File: src/rtl/wb_stage_pkg.sv
`default_nettype none
// ============================================================================
// Module : wb_stage_pkg
// Brief  : Shared widths, zero-register id and write-request type for WB.
// Rev    : 1.0
// ============================================================================
package wb_stage_pkg;

  localparam int CPU_WIDTH      = 32;
  localparam int REG_ADDR_WIDTH = 5;

  localparam logic [REG_ADDR_WIDTH-1:0] ZERO_REG = '0;

  typedef struct packed {
    logic                      valid;
    logic [REG_ADDR_WIDTH-1:0] addr;
    logic [CPU_WIDTH-1:0]      data;
  } wb_req_t;

  function automatic logic is_zero_reg(input logic [REG_ADDR_WIDTH-1:0] addr);
    return addr == ZERO_REG;
  endfunction

endpackage
`default_nettype wire

File: src/rtl/wb_fwd_mux.sv
`default_nettype none
// ============================================================================
// Module : wb_fwd_mux
// Brief  : Operand bypass from the registered write port onto one read path.
// Rev    : 1.0
// ============================================================================
module wb_fwd_mux
  import wb_stage_pkg::*;
(
  input  logic [REG_ADDR_WIDTH-1:0] rs_addr_i,
  input  logic [CPU_WIDTH-1:0]      rf_data_i,
  input  logic                      wr_en_i,
  input  logic [REG_ADDR_WIDTH-1:0] wr_addr_i,
  input  logic [CPU_WIDTH-1:0]      wr_data_i,
  output logic [CPU_WIDTH-1:0]      rs_data_o
);

  always_comb begin
    rs_data_o = rf_data_i;
    if (is_zero_reg(rs_addr_i)) begin
      rs_data_o = '0;
    end else if (wr_en_i && (wr_addr_i == rs_addr_i)) begin
      rs_data_o = wr_data_i;
    end
  end

endmodule
`default_nettype wire

File: src/rtl/wb_stage.sv
`default_nettype none
// ============================================================================
// Module : wb_stage
// Brief  : Write-back merge of EXE and divider results, divide hazard hold,
//          and forwarding of the in-flight register-file write.
// Rev    : 1.0
// ============================================================================
module wb_stage
  import wb_stage_pkg::*;
(
  input  logic                      clk,
  input  logic                      rst_n,
  input  logic                      exe_wr_en_i,
  input  logic [REG_ADDR_WIDTH-1:0] exe_wr_addr_i,
  input  logic [CPU_WIDTH-1:0]      exe_wr_data_i,
  input  logic                      div_start_i,
  input  logic [REG_ADDR_WIDTH-1:0] div_rd_i,
  input  logic                      div_ready_i,
  input  logic [CPU_WIDTH-1:0]      div_result_i,
  input  logic                      flush_i,
  input  logic [REG_ADDR_WIDTH-1:0] id_rs1_i,
  input  logic [REG_ADDR_WIDTH-1:0] id_rs2_i,
  input  logic [REG_ADDR_WIDTH-1:0] id_rd_i,
  input  logic                      id_div_i,
  input  logic [CPU_WIDTH-1:0]      rf_rs1_data_i,
  input  logic [CPU_WIDTH-1:0]      rf_rs2_data_i,
  output logic                      reg_wr_en_o,
  output logic [REG_ADDR_WIDTH-1:0] reg_wr_addr_o,
  output logic [CPU_WIDTH-1:0]      reg_wr_data_o,
  output logic [CPU_WIDTH-1:0]      rs1_data_o,
  output logic [CPU_WIDTH-1:0]      rs2_data_o,
  output logic                      hold_o
);

  localparam logic [1:0] WB_IDLE     = 2'd0;
  localparam logic [1:0] WB_DIV_PEND = 2'd1;
  localparam logic [1:0] WB_DIV_HELD = 2'd2;

  logic [1:0]                r_state;
  logic [1:0]                w_state_nxt;
  logic [REG_ADDR_WIDTH-1:0] r_pend_rd;
  logic [CPU_WIDTH-1:0]      r_skid_data;
  logic                      w_skid_load;
  logic                      w_div_live;
  logic                      w_busy;
  wb_req_t                   w_sel;
  wb_req_t                   r_wr;

  // A divide result arriving in a flush cycle belongs to a squashed divide.
  assign w_div_live  = (r_state == WB_DIV_PEND) && div_ready_i && !flush_i;
  assign w_skid_load = w_div_live && exe_wr_en_i;

  always_comb begin
    w_sel = '0;
    if (exe_wr_en_i) begin
      w_sel.valid = 1'b1;
      w_sel.addr  = exe_wr_addr_i;
      w_sel.data  = exe_wr_data_i;
    end else if (r_state == WB_DIV_HELD) begin
      w_sel.valid = 1'b1;
      w_sel.addr  = r_pend_rd;
      w_sel.data  = r_skid_data;
    end else if (w_div_live) begin
      w_sel.valid = 1'b1;
      w_sel.addr  = r_pend_rd;
      w_sel.data  = div_result_i;
    end
  end

  always_comb begin
    w_state_nxt = r_state;
    case (r_state)
      WB_IDLE: begin
        if (div_start_i) w_state_nxt = WB_DIV_PEND;
      end
      WB_DIV_PEND: begin
        if (flush_i)          w_state_nxt = WB_IDLE;
        else if (div_ready_i) w_state_nxt = exe_wr_en_i ? WB_DIV_HELD : WB_IDLE;
      end
      WB_DIV_HELD: begin
        // The skid entry is already committed, so flush leaves it alone.
        if (!exe_wr_en_i) w_state_nxt = WB_IDLE;
      end
      default: w_state_nxt = WB_IDLE;
    endcase
  end

  always_ff @(posedge clk or negedge rst_n) begin
    if (!rst_n) begin
      r_state     <= WB_IDLE;
      r_pend_rd   <= '0;
      r_skid_data <= '0;
      r_wr        <= '0;
    end else begin
      r_state <= w_state_nxt;
      if ((r_state == WB_IDLE) && div_start_i) r_pend_rd <= div_rd_i;
      if (w_skid_load) r_skid_data <= div_result_i;
      r_wr.valid <= w_sel.valid && !is_zero_reg(w_sel.addr);
      if (w_sel.valid) begin
        r_wr.addr <= w_sel.addr;
        r_wr.data <= w_sel.data;
      end
    end
  end

  assign reg_wr_en_o   = r_wr.valid;
  assign reg_wr_addr_o = r_wr.addr;
  assign reg_wr_data_o = r_wr.data;

  assign w_busy = (r_state != WB_IDLE);
  assign hold_o = w_busy &
                  ((!is_zero_reg(r_pend_rd) &
                    ((id_rs1_i == r_pend_rd) | (id_rs2_i == r_pend_rd) | (id_rd_i == r_pend_rd)))
                   | id_div_i);

  logic [REG_ADDR_WIDTH-1:0] w_rs_addr [2];
  logic [CPU_WIDTH-1:0]      w_rf_data [2];
  logic [CPU_WIDTH-1:0]      w_rs_data [2];

  assign w_rs_addr[0] = id_rs1_i;
  assign w_rs_addr[1] = id_rs2_i;
  assign w_rf_data[0] = rf_rs1_data_i;
  assign w_rf_data[1] = rf_rs2_data_i;

  for (genvar gi = 0; gi < 2; gi++) begin : g_fwd
    wb_fwd_mux u_fwd_mux (
      .rs_addr_i (w_rs_addr[gi]),
      .rf_data_i (w_rf_data[gi]),
      .wr_en_i   (r_wr.valid),
      .wr_addr_i (r_wr.addr),
      .wr_data_i (r_wr.data),
      .rs_data_o (w_rs_data[gi])
    );
  end

  assign rs1_data_o = w_rs_data[0];
  assign rs2_data_o = w_rs_data[1];

endmodule
`default_nettype wire

File: config.mk
export PLATFORM = sky130hd
export DESIGN_NAME = wb_stage
export DESIGN_NICKNAME = d
export VERILOG_FILES = /design/src/rtl/wb_stage_pkg.sv /design/src/rtl/wb_fwd_mux.sv /design/src/rtl/wb_stage.sv
export SDC_FILE = /design/constraint.sdc
export NUM_CORES = 1
export LEC_CHECK = 0
export ABC_AREA = 0
export CORE_AREA = 5 5 125 127
export DETAILED_ROUTE_END_ITERATION = 10
export DIE_AREA = 0 0 130 132
export GPL_ROUTABILITY_DRIVEN = 0
export PLACE_DENSITY = 0.86
export SLEW_MARGIN = 20
export SYNTH_ARGS = -nofsm -noshare
export SYNTH_HDL_FRONTEND = slang
export SYNTH_HIERARCHICAL = 1
export SYNTH_SLANG_ARGS = --single-unit
export TNS_END_PERCENT = 20
File: constraint.sdc
create_clock -name clk -period 1.9 [get_ports clk]
set_input_delay 0.475 -clock clk [delete_from_list [all_inputs] [get_ports clk]]
set_output_delay 0.475 -clock clk [all_outputs]
set_load 0.02 [all_outputs]
==> metrics.txt <==
largest clock skew in the final design 0.00717 ns; total negative slack for setup checks -41.26 ns; Async S/R FF share, synth 100%; mean post-synth cell area 8.65 sq um; final cell utilization of the core 66.6%; routed via count 5,798; Distinct cells, synth 29; leakage power 4.31 nW; Synth Cell Area 5180 sq um; buffer and inverter count on the worst path 4; hold-fix buffer count after cts 0; die outline height 132 um; worst IR drop on VDD 0.455 mV; setup slack on the worst flop-to-flop path 0.12 ns; Detailed Routing Iterations Pass 1 4; max_cap viols 0; layout overhead on the synthesized area 83.9%; cell at the root of the clock tree clkbuf_16; FP Rows 44; cell taking the most area after synthesis dfrtp_1; Critical Path Fanout Max 4; DP Worst Slack -1.38 ns; total wire length 21.8 mm; number of fill cells 1,094; actual transition at the worst max-transition pin 0.482 ns; Die W 130 um; Flop pwr share 32.9%; Critical Path Slowest Stage Cell dfrtp_2; wire length of the first global-routing pass 33.4 mm; clock buffers created by TritonCTS 9; critical path, cell by cell xor2_4, nor4_4, buf_4, and2_4, buf_6, buf_12, o21ai_2, buf_6; Reg clk slew, reported paths 0.06 ns; DP HPWL 14.6 mm; leading post-synthesis cells by cell area dfrtp_1, mux2_4, nand4_1; Ports 263; clock insertion delay at the later pin of the skew report 0.34 ns; critical path data required time 1.42 ns; setup repair after global routing missed its margin yes; cell count after synthesis 599; vias in the first global route 5,927; Net Sw Power 2.12 mW; Critical Path Source Type flop; DRC violations left 0; period utilization 137%; proportion of total power due to net switching 30.6%; launching element of the worst setup path reg_wr_addr_o[1]; Synthesis Warnings 6; pin count of the biggest net entering global routing 78; final-stage net count 1,048; violations in the final reports negative setup slack; post-route worst setup slack -0.706 ns; antenna violations before repair 0; number of antenna repair diodes 0; path class of the lowest-slack min-delay path primary input to asynchronous set/reset pin; drt initial violations 333; share of cells above drive strength 1 31.7%; area inside the core boundary 14,300 sq um; run status finished with violations; most instantiated cells after synthesis nand2_1, dfrtp_1, nand4_1; number of H-tree levels 3; sequential fraction of the synthesis area 37.2%; shortest clock period the worst path allows after layout 2.61 ns; fraction of post-synthesis cell area in the top cell type by area 37.2%; type of destination of the critical path output pin; family with the most delay on the worst path buffers and inverters; combinational cell fraction of total power 37.0%; startpoint of the worst-slack reg-to-reg timing path r_state[1]; met1 WL 8.56 mm; CTS Buffer Depth 2; starting density of the core 36.2%; routed vias/inst 5.38; number of buffers added on ports 262; number of register bits inferred by synthesis 77; most common cell in the netlist nand2_1; delay contributed by the slowest stage of the critical path 0.46 ns; TritonCTS clock tree built; length of routed met2 wiring 11.2 mm; total length of routed met3 wires 1.55 mm; GRT Residual Overflow 0; total internal power 4.79 mW; worst slack on hold paths 0.0791 ns; highest metal layer used by the detailed router met4; Synth Net Count 759; CP Class flop to output pin; die footprint 17,200 sq um; Hold Violations, Final 0; data arrival time of the critical path 2.13 ns; fmax 0.384 GHz; leading register cell type out of synthesis dfrtp_1; Final setup violation count 65; portion of total power attributed to the clock network 30.2%; Post-synth EDFFs 0; remaining antenna violation count 0; Routed wire per std cell 20.3 um; cell area power density 725 nW/um^2; worst slew margin relative to its limit 67.8%; cell occurring most often along the worst timing path buf_6; TritonCTS sink count 77; global router's overall resource usage 25.0%; number of pins exceeding their max-slew limit in the final report 0
## per-layer routing
| layer | global-route usage [%] | vias to the layer above |
|---|---|---|
| met5 | 0 | - |
| met4 | 7.27 | 0 |
| met3 | 6.97 | 37 |
| met2 | 43.0 | 248 |
| met1 | 30.4 | 2802 |
| li1 | - | 2711 |
## cells by family after synthesis
logic type	count (synthesis)	share of synthesized area (%)
AO/OA/AOI/OAI	137	13.4
buffers and inverters	59	6.13
XOR/XNOR	25	4.23
flip-flops	77	37.2
AND/OR/NAND/NOR	226	21.5
multiplexers	75	17.6
## registers in the layout, indices dropped and copies added (netlist names)
register / flops
reg_wr_en_o: 1
r_pend_rd: 5
r_skid_data: 32
reg_wr_addr_o: 5
r_state: 2
reg_wr_data_o: 32
## through the flow
step	area [sq um]	total power, mW	std cells
after global routing	9530	7.21	1077
after CTS	9450	6.92	1078
final	9530	6.91	1077
after floorplan	5440	3.48	599
after global placement	8530	4.59	1038
after detailed placement	8530	4.66	1038
## power by group through the flow
| stage | Sequential, mW | Combinational (mW) | Clock (mW) |
|---|---|---|---|
| finish | 2.27 | 2.55 | 2.09 |
| CTS | 2.26 | 2.53 | 2.13 |
| detailed placement | 2.27 | 2.38 | 0 |
| global placement | 2.26 | 2.33 | 0 |
| floorplan | 2.29 | 1.19 | 0 |
| global route | 2.31 | 2.71 | 2.19 |
## placed cells by master (no fill, tap or decap), types with 32 or more instances in the layout
master           instances
clkdlybuf4s50_1        162
nand2_1                101
dfrtp_1                 74
nand4_1                 64
buf_6                   63
o21ai_2                 53
buf_4                   44
mux2i_1                 38
nor2_1                  37
o21ai_1                 35
a21oi_1                 32
## final cells by class
| cell class | instances | area (sq um) | area share [%] |
|---|---|---|---|
| Clock buffer | 13 | 270 | 2.84 |
| Tap cell | 184 | 230 | 2.42 |
| Timing Repair Buffer | 336 | 3650 | 38.3 |
| Multi-Input combinational cell | 464 | 3360 | 35.2 |
| Sequential cell | 77 | 1930 | 20.3 |
| Clock inverter | 3 | 90.1 | 0.945 |
## path summary, 6_finish.rpt
kind,endpoint,cells past startpoint
worst max-delay path,rs2_data_o[25],8
worst min-delay path,reg_wr_data_o[8],1
worst max register to register,reg_wr_data_o[6],6
worst min register to register,r_skid_data[7],1
max in group asynchronous,r_skid_data[24],2
min in group clk,r_skid_data[7],1
## what timing repair did
action | 4_1_cts | 5_1_grt
setup endpoints to repair | 72 | 82
gates cloned | 6 | 0
buffers inserted | 19 | 1
pin swaps | 43 | 6
gates resized for setup | 421 | 41
(Power assumes the default switching activity.)
